**config.mk**
```make
export PLATFORM = sky130hd
export DESIGN_NAME = s2fifo_pack_flat
export DESIGN_NICKNAME = d
export VERILOG_FILES = /design/src/rtl/s2fifo_pack_pkg.sv /design/src/rtl/s2fifo_pack_if.sv /design/src/rtl/s2fifo_pack_pix_lane_pack.sv /design/src/rtl/s2fifo_pack.sv /design/src/flat_wrapper.sv
export SDC_FILE = /design/constraint.sdc
export NUM_CORES = 1
export LEC_CHECK = 0
export ABC_CLOCK_PERIOD_IN_PS = 7440
export CAP_MARGIN = 15
export CELL_PAD_IN_SITES_DETAIL_PLACEMENT = 0
export CELL_PAD_IN_SITES_GLOBAL_PLACEMENT = 1
export CORE_ASPECT_RATIO = 1.1
export CORE_MARGIN = 5
export CORE_UTILIZATION = 47
export CTS_CLUSTER_SIZE = 12
export DETAILED_ROUTE_END_ITERATION = 10
export HOLD_SLACK_MARGIN = 0.06
export PLACE_DENSITY_LB_ADDON = 0.1
export SYNTH_ARGS = -nofsm -noshare
export SYNTH_HDL_FRONTEND = slang
export SYNTH_HIERARCHICAL = 1
export SYNTH_SLANG_ARGS = --single-unit
```
**constraint.sdc**
```tcl
create_clock -name clk -period 7.44 [get_ports clk]
set_input_delay 1.116 -clock clk [delete_from_list [all_inputs] [get_ports clk]]
set_output_delay 1.116 -clock clk [all_outputs]
set_load 0.005 [all_outputs]
```
**src/rtl/s2fifo_pack_pkg.sv**
```systemverilog
// rtl/s2fifo_pack_pkg.sv - shared S2MM/MM2S packing definitions
package s2fifo_pack_pkg;

  typedef enum logic {
    WAIT_SOF = 1'b0,
    RUN      = 1'b1
  } state_e;

  // Pixels carried by one memory word.
  function automatic int adata_pixels(input int data_width, input int store_width);
    return data_width / store_width;
  endfunction

  // Sideband bit positions above the pixel field of a FIFO word.
  function automatic int sof_bit_idx(input int data_width);
    return data_width;
  endfunction

  function automatic int eol_bit_idx(input int data_width);
    return data_width + 1;
  endfunction

  // First pixel of a word lives in the most significant lane.
  function automatic int lane_index(input int n_pixels, input int k);
    return n_pixels - 1 - k;
  endfunction

endpackage

```
**src/rtl/s2fifo_pack_if.sv**
```systemverilog
// rtl/s2fifo_pack_if.sv - pixel stream input and S2MM data FIFO write port
interface s2fifo_pack_if #(
  parameter int C_PIXEL_WIDTH = 8,
  parameter int C_DATA_WIDTH  = 32
);
  import s2fifo_pack_pkg::*;

  logic                               s_axis_tvalid;
  logic                               s_axis_tready;
  logic [C_PIXEL_WIDTH-1:0]           s_axis_tdata;
  logic                               s_axis_tuser;
  logic                               s_axis_tlast;
  logic                               fifo_full;
  logic                               fifo_wr_en;
  logic [eol_bit_idx(C_DATA_WIDTH):0] fifo_wr_data;

  modport master (
    output s_axis_tvalid, s_axis_tdata, s_axis_tuser, s_axis_tlast, fifo_full,
    input  s_axis_tready, fifo_wr_en, fifo_wr_data
  );

  modport slave (
    input  s_axis_tvalid, s_axis_tdata, s_axis_tuser, s_axis_tlast, fifo_full,
    output s_axis_tready, fifo_wr_en, fifo_wr_data
  );

endinterface

```
**src/rtl/s2fifo_pack_pix_lane_pack.sv**
```systemverilog
// rtl/s2fifo_pack_pix_lane_pack.sv - lane placement register for one memory word
module pix_lane_pack
  import s2fifo_pack_pkg::*;
#(
  parameter int C_PIXEL_WIDTH       = 8,
  parameter int C_PIXEL_STORE_WIDTH = 8,
  parameter int C_DATA_WIDTH        = 32,
  parameter int LANE_BITS           = 2
) (
  input  logic                     clk,
  input  logic                     reset,
  input  logic                     pix_valid,
  input  logic [LANE_BITS-1:0]     pix_lane,
  input  logic [C_PIXEL_WIDTH-1:0] pix_data,
  input  logic                     flush,     // drop old contents before placing this pixel
  input  logic                     clear,     // word handed off; start next word empty
  output logic [C_DATA_WIDTH-1:0]  acc,       // lanes gathered so far
  output logic [C_DATA_WIDTH-1:0]  word       // lanes including this cycle's pixel
);

  localparam int N = adata_pixels(C_DATA_WIDTH, C_PIXEL_STORE_WIDTH);

  logic [C_DATA_WIDTH-1:0]        acc_q, acc_d;
  logic [C_DATA_WIDTH-1:0]        merged;
  logic [C_PIXEL_STORE_WIDTH-1:0] lane_val;

  // Place the incoming pixel in its lane; unfilled lanes stay zero because every word starts cleared.
  always_comb begin
    lane_val                    = '0;
    lane_val[C_PIXEL_WIDTH-1:0] = pix_data;
    merged                      = flush ? '0 : acc_q;
    if (pix_valid) begin
      for (int k = 0; k < N; k++) begin
        if (k == int'(pix_lane)) begin
          merged[lane_index(N, k)*C_PIXEL_STORE_WIDTH +: C_PIXEL_STORE_WIDTH] = lane_val;
        end
      end
    end
    acc_d = clear ? '0 : merged;
  end

  // Accumulator register.
  always_ff @(posedge clk) begin
    if (reset) begin
      acc_q <= '0;
    end else begin
      acc_q <= acc_d;
    end
  end

  assign acc  = acc_q;
  assign word = merged;

endmodule

```
**src/rtl/s2fifo_pack.sv**
```systemverilog
// rtl/s2fifo_pack.sv - pixel stream to S2MM data FIFO packer with frame checking
module s2fifo_pack
  import s2fifo_pack_pkg::*;
#(
  parameter int C_PIXEL_WIDTH       = 8,
  parameter int C_PIXEL_STORE_WIDTH = 8,
  parameter int C_IMG_WBITS         = 12,
  parameter int C_IMG_HBITS         = 12,
  parameter int C_DATA_WIDTH        = 32
) (
  input  logic                   clk,
  input  logic                   reset,
  input  logic                   soft_resetn,
  output logic                   resetting,
  input  logic [C_IMG_WBITS-1:0] img_width,
  input  logic [C_IMG_HBITS-1:0] img_height,
  s2fifo_pack_if.slave           s_if,
  output logic                   w_sof,
  output logic                   frame_done,
  output logic                   frame_err
);

  localparam int C_ADATA_PIXELS = adata_pixels(C_DATA_WIDTH, C_PIXEL_STORE_WIDTH);
  localparam int LW             = (C_ADATA_PIXELS > 1) ? $clog2(C_ADATA_PIXELS) : 1;
  localparam logic [LW-1:0]          LANE_MAX = LW'(C_ADATA_PIXELS - 1);
  localparam logic [LW-1:0]          LANE_ONE = 1;
  localparam logic [C_IMG_WBITS-1:0] COL_ONE  = 1;
  localparam logic [C_IMG_HBITS-1:0] ROW_ONE  = 1;

  state_e                    state_q, state_d;
  logic [LW-1:0]             lane_q, lane_d;
  logic [C_IMG_WBITS-1:0]    col_q, col_d, width_q, width_d;
  logic [C_IMG_HBITS-1:0]    row_q, row_d, height_q, height_d;
  logic                      first_q, first_d;
  logic                      out_valid_q, out_valid_d;
  logic                      out_last_q, out_last_d;
  logic [C_DATA_WIDTH+1:0]   out_data_q, out_data_d;
  logic                      w_sof_q, w_sof_d;
  logic                      frame_err_q, frame_err_d;

  logic                      wr_en, can_load, restart_flush, tready, beat, start, take;
  logic [LW-1:0]             lane_e;
  logic [C_IMG_WBITS-1:0]    col_e, width_e;
  logic [C_IMG_HBITS-1:0]    row_e, height_e;
  logic                      first_e, col_last, eol, complete, frame_end;
  logic                      pk_valid, pk_flush, pk_clear;
  logic [C_DATA_WIDTH-1:0]   pk_acc, pk_word;

  pix_lane_pack #(
    .C_PIXEL_WIDTH      (C_PIXEL_WIDTH),
    .C_PIXEL_STORE_WIDTH(C_PIXEL_STORE_WIDTH),
    .C_DATA_WIDTH       (C_DATA_WIDTH),
    .LANE_BITS          (LW)
  ) u_pack (
    .clk      (clk),
    .reset    (reset),
    .pix_valid(pk_valid),
    .pix_lane (lane_e),
    .pix_data (s_if.s_axis_tdata),
    .flush    (pk_flush),
    .clear    (pk_clear),
    .acc      (pk_acc),
    .word     (pk_word)
  );

  // Handshake qualification and the beat's effective position (a starting beat counts as row 0, col 0).
  always_comb begin
    wr_en    = out_valid_q & ~s_if.fifo_full;
    can_load = ~out_valid_q | ~s_if.fifo_full;
    // A mid-frame SOF with a partial word pending costs one stalled cycle to flush that word first.
    restart_flush = (state_q == RUN) & s_if.s_axis_tvalid & s_if.s_axis_tuser & (lane_q != '0);
    // Any accepted beat may complete a word, so input also waits while the output register is stuck.
    tready   = soft_resetn & can_load & ~restart_flush;
    beat     = s_if.s_axis_tvalid & tready;
    start    = beat & s_if.s_axis_tuser;
    take     = beat & ((state_q == RUN) | s_if.s_axis_tuser);
    lane_e   = start ? '0 : lane_q;
    col_e    = start ? '0 : col_q;
    row_e    = start ? '0 : row_q;
    width_e  = start ? img_width  : width_q;
    height_e = start ? img_height : height_q;
    first_e  = start | first_q;
    col_last  = (col_e == width_e - COL_ONE);
    eol       = col_last | s_if.s_axis_tlast;
    complete  = (lane_e == LANE_MAX) | eol;
    frame_end = eol & (row_e == height_e - ROW_ONE);
  end

  // Next-state, counters, output register load and status pulses.
  always_comb begin
    state_d     = state_q;
    lane_d      = lane_q;
    col_d       = col_q;
    row_d       = row_q;
    width_d     = width_q;
    height_d    = height_q;
    first_d     = first_q;
    out_valid_d = out_valid_q & ~wr_en;
    out_last_d  = out_last_q;
    out_data_d  = out_data_q;
    w_sof_d     = 1'b0;
    frame_err_d = 1'b0;
    pk_valid    = 1'b0;
    pk_flush    = 1'b0;
    pk_clear    = 1'b0;

    if (!soft_resetn) begin
      // Partial word is discarded; a word already in the output register still drains.
      state_d  = WAIT_SOF;
      lane_d   = '0;
      col_d    = '0;
      row_d    = '0;
      first_d  = 1'b0;
      pk_clear = 1'b1;
    end else if (restart_flush && can_load) begin
      out_valid_d = 1'b1;
      out_data_d  = {1'b1, first_q, pk_acc};
      out_last_d  = 1'b0;
      frame_err_d = 1'b1;
      state_d     = WAIT_SOF;
      lane_d      = '0;
      col_d       = '0;
      row_d       = '0;
      first_d     = 1'b0;
      pk_clear    = 1'b1;
    end else if (take) begin
      pk_valid = 1'b1;
      pk_flush = start;
      pk_clear = complete;
      if (start) begin
        width_d  = img_width;
        height_d = img_height;
        w_sof_d  = 1'b1;
        state_d  = RUN;
        if (state_q == RUN) frame_err_d = 1'b1;
      end
      if (col_last != s_if.s_axis_tlast) frame_err_d = 1'b1;
      if (complete) begin
        out_valid_d = 1'b1;
        out_data_d  = {eol, first_e, pk_word};
        out_last_d  = frame_end;
        first_d     = 1'b0;
        lane_d      = '0;
      end else begin
        first_d = first_e;
        lane_d  = lane_e + LANE_ONE;
      end
      if (eol) begin
        col_d = '0;
        if (frame_end) begin
          row_d   = '0;
          state_d = WAIT_SOF;
        end else begin
          row_d = row_e + ROW_ONE;
        end
      end else begin
        col_d = col_e + COL_ONE;
        row_d = row_e;
      end
    end
  end

  // State, counter and output registers.
  always_ff @(posedge clk) begin
    if (reset) begin
      state_q     <= WAIT_SOF;
      lane_q      <= '0;
      col_q       <= '0;
      row_q       <= '0;
      width_q     <= '0;
      height_q    <= '0;
      first_q     <= 1'b0;
      out_valid_q <= 1'b0;
      out_last_q  <= 1'b0;
      out_data_q  <= '0;
      w_sof_q     <= 1'b0;
      frame_err_q <= 1'b0;
    end else begin
      state_q     <= state_d;
      lane_q      <= lane_d;
      col_q       <= col_d;
      row_q       <= row_d;
      width_q     <= width_d;
      height_q    <= height_d;
      first_q     <= first_d;
      out_valid_q <= out_valid_d;
      out_last_q  <= out_last_d;
      out_data_q  <= out_data_d;
      w_sof_q     <= w_sof_d;
      frame_err_q <= frame_err_d;
    end
  end

  assign s_if.s_axis_tready = tready;
  assign s_if.fifo_wr_en    = wr_en;
  assign s_if.fifo_wr_data  = out_data_q;
  assign resetting          = ~soft_resetn & out_valid_q;
  assign w_sof              = w_sof_q;
  assign frame_err          = frame_err_q;
  assign frame_done         = wr_en & out_last_q;

endmodule
```
**src/flat_wrapper.sv**
```systemverilog
// flat-port wrapper written by rule: the top's interface ports become plain ports
module s2fifo_pack_flat import s2fifo_pack_pkg::*;
#(
  parameter int C_PIXEL_WIDTH       = 8,
  parameter int C_PIXEL_STORE_WIDTH = 8,
  parameter int C_IMG_WBITS         = 12,
  parameter int C_IMG_HBITS         = 12,
  parameter int C_DATA_WIDTH        = 32
)
  (clk, reset, soft_resetn, resetting, img_width, img_height, w_sof, frame_done, frame_err, s_if_s_axis_tvalid, s_if_s_axis_tdata, s_if_s_axis_tuser, s_if_s_axis_tlast, s_if_fifo_full, s_if_s_axis_tready, s_if_fifo_wr_en, s_if_fifo_wr_data);
  s2fifo_pack_if #(.C_PIXEL_WIDTH(C_PIXEL_WIDTH), .C_DATA_WIDTH(C_DATA_WIDTH)) s_if_i ();
  input  logic clk;
  input  logic reset;
  input  logic soft_resetn;
  output logic resetting;
  input  logic [C_IMG_WBITS-1:0] img_width;
  input  logic [C_IMG_HBITS-1:0] img_height;
  output logic w_sof;
  output logic frame_done;
  output logic frame_err;
  input wire logic [$bits(s_if_i.s_axis_tvalid)-1:0] s_if_s_axis_tvalid;
  input wire logic [$bits(s_if_i.s_axis_tdata)-1:0] s_if_s_axis_tdata;
  input wire logic [$bits(s_if_i.s_axis_tuser)-1:0] s_if_s_axis_tuser;
  input wire logic [$bits(s_if_i.s_axis_tlast)-1:0] s_if_s_axis_tlast;
  input wire logic [$bits(s_if_i.fifo_full)-1:0] s_if_fifo_full;
  output wire logic [$bits(s_if_i.s_axis_tready)-1:0] s_if_s_axis_tready;
  output wire logic [$bits(s_if_i.fifo_wr_en)-1:0] s_if_fifo_wr_en;
  output wire logic [$bits(s_if_i.fifo_wr_data)-1:0] s_if_fifo_wr_data;
  assign s_if_i.s_axis_tvalid = s_if_s_axis_tvalid;
  assign s_if_i.s_axis_tdata = s_if_s_axis_tdata;
  assign s_if_i.s_axis_tuser = s_if_s_axis_tuser;
  assign s_if_i.s_axis_tlast = s_if_s_axis_tlast;
  assign s_if_i.fifo_full = s_if_fifo_full;
  assign s_if_s_axis_tready = s_if_i.s_axis_tready;
  assign s_if_fifo_wr_en = s_if_i.fifo_wr_en;
  assign s_if_fifo_wr_data = s_if_i.fifo_wr_data;
  s2fifo_pack #(.C_PIXEL_WIDTH(C_PIXEL_WIDTH), .C_PIXEL_STORE_WIDTH(C_PIXEL_STORE_WIDTH), .C_IMG_WBITS(C_IMG_WBITS), .C_IMG_HBITS(C_IMG_HBITS), .C_DATA_WIDTH(C_DATA_WIDTH)) u_core (.clk(clk), .reset(reset), .soft_resetn(soft_resetn), .resetting(resetting), .img_width(img_width), .img_height(img_height), .s_if(s_if_i), .w_sof(w_sof), .frame_done(frame_done), .frame_err(frame_err));
endmodule
```
=== Yosys cells after proc, flatten, opt, wreduce, memory -nomap -nowiden ===
Cells that the tools add are included.

* Add/subtract/negate cells: 5
* Multipliers: 0
* Div/mod/pow operators: 0
* $lt $le $gt $ge: 0
* Equal/unequal tests: 7
* Shifts and indexed selects: 0
* Multiplexer cells: 44
* Bitwise operators: 25
* Reductions and logical operators: 11

{| class="wikitable"
|+ Operator list
! kind !! count
|-
| $mux W34 || 3
|-
| $mux W12 || 7
|-
| $mux W32 || 2
|-
| $mux W8 || 4
|-
| $mux W1 || 26
|-
| $add A12 B1 Y12 const B || 2
|-
| $eq A12 B12 Y1 || 2
|-
| $sub A12 B1 Y12 const B || 2
|-
| $and A1 B1 Y1 || 13
|-
| $not A1 Y1 || 7
|-
| $reduce_and A3 Y1 || 2
|-
| $reduce_bool A2 Y1 || 3
|-
| $or A1 B1 Y1 || 5
|-
| $eq A2 B2 Y1 const A || 2
|-
| $mux W2 || 2
|-
| $reduce_or A2 Y1 || 2
|-
| $reduce_or A4 Y1 || 1
|-
| $reduce_or A3 Y1 || 1
|-
| $add A2 B1 Y2 const B || 1
|-
| $eq A1 B2 Y1 const A || 1
|-
| $eq A2 B2 Y1 const B || 1
|-
| $logic_not A2 Y1 || 1
|-
| $logic_and A1 B1 Y1 || 1
|-
| $ne A1 B1 Y1 || 1
|}

* Register bits: 122
* Latch bits: 0
* Memory bits (writable): 0
* Memory bits (read-only): 0
* Bits of input ports: 39
* Output and inout port bits: 40
* Logic and storage cells: 105
* Memories kept: 0

=== Depth between registers and ports, before layout ===
* Depth in word-level cells: 16
* Depth in mapped cells: 25

=== By module ===
Netlist, hierarchy kept.

{| class="wikitable"
|+ By module, submodules not included
! module !! instances !! cells an instance !! area each (sq um) !! sequential area each (sq um)
|-
| s2fifo_pack || 1 || 681 || 5429.0 || 1801.7
|-
| pix_lane_pack || 1 || 191 || 2079.5 || 640.6
|}

=== Worst setup path after synthesis ===
No wires, ideal clock.

* Path type: input-to-reg
* Start point: in soft_resetn
* End point: reg u_core.row_q[8]
* Arrival: 5.278 ns
* Data required time: 7.370 ns
* Setup slack: 2.093 ns
* Stages: 20
* Cells stage by stage: a21boi_2 > nand4b_4 > buf_2 > buf_2 > buf_2 > buf_2 > a21boi_0 > ha_1 > o21ai_0 > or3_1 > o21ai_0 > nand4_1 > ha_1 > clkbuf_1 > and4b_1 > nand2_1 > or4b_1 > or3_1 > o2bb2ai_1 > a21oi_1

* Cells in the longest elaborated chain, start to end: 11
* Elaborated cells between the ends (all ways): 20
* Classes of those cells: add/sub: 3; eq/ne: 2; mux: 6; bitwise: 8; reduce/logical: 1

{| class="wikitable"
|+ Ends and longest elaborated chain
! item !! RTL line !! text
|-
| start: declaration || flat_wrapper.sv:14 || <nowiki>input logic soft_resetn;</nowiki>
|-
| $and A1 B1 Y1 (2 in a row) || s2fifo_pack.sv:73 || <nowiki>tready = soft_resetn & can_load & ~restart_flush;</nowiki>
|-
| $and A1 B1 Y1 || s2fifo_pack.sv:74 || <nowiki>beat = s_if.s_axis_tvalid & tready;</nowiki>
|-
| $and A1 B1 Y1 || s2fifo_pack.sv:75 || <nowiki>start = beat & s_if.s_axis_tuser;</nowiki>
|-
| $mux W12 || n/a ||
|-
| $sub A12 B1 Y12 || s2fifo_pack.sv:83 || <nowiki>col_last = (col_e == width_e - COL_ONE);</nowiki>
|-
| $eq A12 B12 Y1 || s2fifo_pack.sv:83 ||
|-
| $or A1 B1 Y1 || s2fifo_pack.sv:84 || <nowiki>eol = col_last | s_if.s_axis_tlast;</nowiki>
|-
| $and A1 B1 Y1 || s2fifo_pack.sv:86 || <nowiki>frame_end = eol & (row_e == height_e - ROW_ONE);</nowiki>
|-
| $mux W12 || s2fifo_pack.sv:150 || <nowiki>if (frame_end) begin</nowiki>
|-
| $mux W12 || s2fifo_pack.sv:148 || <nowiki>if (eol) begin</nowiki>
|-
| end signal: assignment || s2fifo_pack.sv:182 || <nowiki>row_q <= row_d;</nowiki>
|-
| end: declaration || s2fifo_pack.sv:33 || <nowiki>logic [C_IMG_HBITS-1:0] row_q, row_d, height_q, height_d;</nowiki>
|}

Several ways; a longest one is shown, not always the timed one.
A chain may end at the register's enable or synchronous reset.

=== Final worst setup path ===
Ends and elaborated chain as after synthesis.

==> flow_summary.toml <==
[status]
status = "completed"

[synth]
syn_inst = 872
synth_flop_cell = "dfxtp_1"
ys_ff_latch = 122
synth_sequential_area_ratio_pct = 32.53
synth_edf_count = 0
syn-num-nets = 917
ys_types = 75
async_flop_share_pct = 0
synth_warnings = 6
synth_top_cell_by_area = "dfxtp_1"
netlist.area_leader.share_pct = 32.53
synthTopCellsByArea = "dfxtp_1 (33%), mux2i_1 (10%), mux2_2 (5.2%)"
avgSynthCellArea_um2 = 8.611
syn_area_um2 = 7508

[placement]
place_inst = 1090
globalplace.congestion = 0.8423
hpwl_um = 13390
portBuffers = 78

[floorplan]
fp-row-count = 48
ios = 79
chipWidth_um = 130.5
start_util_pct = 47.90
die_area_um2 = 18610
fp.dieH_um = 142.6
fp.coreArea_um2 = 15680

[timing]
fin_worst_skew_ns = 0.008159
max_slew_margin_pct = 25.23
worst_pin_slew_ns = 1.121
timing.final.crit_share_pct = 78.90
setup-tns-final_ns = 0
rsz0062_at_grt = "false"
setup_viol = 0
finalCriticalPeriod_ns = 5.870
drv_slew = 0
fmax_ghz = 0.1704
hold_viol = 0

[cells_and_area]
final_cells = 1122
layout-drive-gt1-share_pct = 11.71
multiInputGateArea_um2 = 4715
nNetsFinal = 954
ff_latch_area_um2 = 2442
fill_cells = 1414
area_delta_synth_final_pct = 18.16
fin_util_pct = 56.60
antenna_cells = 0

[routing]
dr_wl_met3_um = 619
highest_layer = "met4"
remaining_drc_errors = 0
drtPass1Iterations = 5
drt_iter0_drc = 434
vias_per_cell = 5.895
wl_per_cell_um = 17.53
met1_length_um = 8704
ant_nets = 0
met2_length_um = 10070
drt_wl_total_um = 19670
route.vias.total = 6614

[clocking]
cts_max_level = 4
numCtsBuffers = 17
cts_sinks = 122
post_cts_buffers = 0
cts.clk_slew.worst_paths_ns = 0.05
hold_buffers = 0
clock_latency_ns = 0.41
cts_tree = "built"
cts_root_buf = "clkbuf_16"
clock_path_buffers = 2
cts_resized = 0

[worst_setup_path]
worstPathArrival_ns = 6.20
criticalPathCategory = "in2reg"
worstReg2RegStart = "u_core/state_q"
r2r_cells = 20
rrSetupSlack_ns = 2.36
r2r-end = "u_core/row_q[8]"
cp-end-kind = "register"
worstPathRequired_ns = 7.77
cp_max_fo = 79
critPathLaunchType = "primary input"

[worst_hold_path]
hold_path_depth = 2
hold_class = "reg2reg"
holdPathEnd = "u_core/width_q[11]"
hp-start = "u_core/width_q[11]"

[grt]
antenna_found_initial = 0
track_usage_pct = 21.46
grt_pass1_vias = 6475
grt_pass1_wl_um = 32670
overflow = 0
grt_max_degree = 80

[power]
ir_worst_vdd_mv = 0.1592
leakagePower_nw = 3.212
cellPowerDensity_nw_per_um2 = 188.9

[run]
cap_violations = 0
[layout by cell type (no fill, tap or decap), drive strengths merged, types with 7 or more instances in the layout]
master,instances
a21oi,51
nor3b,7
nor2,75
or4,9
or3b,10
o22ai,11
clkdlybuf4s50,77
buf,10
nor3,19
nand2,75
nand3,16
nor2b,42
a211oi,33
o211ai,8
clkbuf,22
or4b,36
mux2,35
xnor2,12
and2,16
xor2,18
o21ai,29
nor4,10
a21boi,7
dfxtp,122
mux2i,76
[worst max path at each step]
stage | slack (ns) | to | startpoint
2_1_floorplan | 2.09 | u_core/row_q[8] | soft_resetn
5_1_grt | 1.09 | u_core/s_if.fifo_wr_data[20] | soft_resetn
4_1_cts | 1.62 | u_core/s_if.fifo_wr_data[30] | soft_resetn
3_3_place_gp | 1.39 | u_core/row_q[8] | soft_resetn
6_report | 1.57 | u_core/row_q[8] | soft_resetn
3_5_place_dp | 1.20 | u_core/s_if.fifo_wr_data[30] | soft_resetn
[registers in the layout, summed over array words and instances, names as in the netlist, 2 cells and up]
| signal | flops |
|---|---|
| u_core/col_q | 12 |
| u_core/height_q | 12 |
| u_core/s_if.fifo_wr_data | 34 |
| u_core/lane_q | 2 |
| u_core/row_q | 12 |
| u_core/width_q | 12 |
| u_core/u_pack/acc | 32 |
[critical path: stages]
cell and delay [ns]:
clkdlybuf4s50_1 0.57, a21boi_2 0.36, nand4b_4 0.14, buf_4 0.38, a21boi_0 0.39, ha_1 0.29, o21ai_0 0.20, or3_1 0.41
o21ai_0 0.19, nand4_1 0.12, ha_1 0.20, buf_4 0.20, and4b_1 0.34, nand2_1 0.08, or4b_1 0.55, or3_1 0.32
o2bb2ai_1 0.13, a21oi_1 0.17
[cell usage after synthesis (6+ instances only)]
library cell,count
dfxtp_1,122
mux2i_1,76
nand2_1,75
nor2_1,74
a21oi_1,50
nor2b_1,42
clkbuf_1,37
mux2_2,35
or4b_1,34
a211oi_1,33
o21ai_0,29
buf_2,19
nor3_1,19
xor2_1,18
and2_1,16
nand3_1,15
xnor2_1,12
nor4_1,10
o22ai_1,10
or3b_2,9
o211ai_1,8
or4_1,7
and3_1,6
ha_1,6
nand4_1,6
nor3b_1,6
[metal layers]
layer,vias to the layer above,GRT usage [%]
met5,-,0
met4,0,6.389
met3,18,3.866
met2,137,36.98
met1,3189,27.23
li1,3270,-
[report_power, final]
part / total (mW) / switching (mW) / internal [mW]
registers: 0.673 / 0.00929 / 0.664
logic: 0.173 / 0.0987 / 0.0742
clock network: 0.829 / 0.301 / 0.528
total: 1.68 / 0.409 / 1.27
[layout make-up]
cell class | instances | share of cell area (%)
Timing Repair Buffer | 87 | 9.505
Inverter | 6 | 0.2538
Clock buffer | 22 | 5.458
Tap cell | 200 | 2.820
Sequential cell | 122 | 27.53
Multi-Input combinational cell | 675 | 53.14
Clock inverter | 10 | 1.297
[metrics by stage]
| step | setup slack [ns] | power [mW] | instance area, µm² | hold slack, ns |
|---|---|---|---|---|
| after global routing | 1.088 | 1.744 | 8872 | 0.5137 |
| after global placement | 1.386 | 0.8562 | 8273 | 0.4562 |
| after floorplan | 2.093 | 0.7939 | 7508 | 0.4481 |
| after CTS | 1.623 | 1.693 | 8872 | 0.4708 |
| after detailed placement | 1.205 | 0.8601 | 8273 | 0.4635 |
| final | 1.570 | 1.676 | 8872 | 0.4703 |
[logic make-up (layout without fill, tap and decap cells)]
group,Yosys count,after routing,synth area share [%]
buffers and inverters,75,125,4.765
muxes,111,111,15.38
xor gates and xnor gates,30,30,3.499
and+or+nand+nor,351,351,27.15
adders and majority gates,6,6,0.9998
DFF,122,122,32.53
AOI/OAI and AO/OA,177,177,15.68
Power figures use the tool's default switching activity.
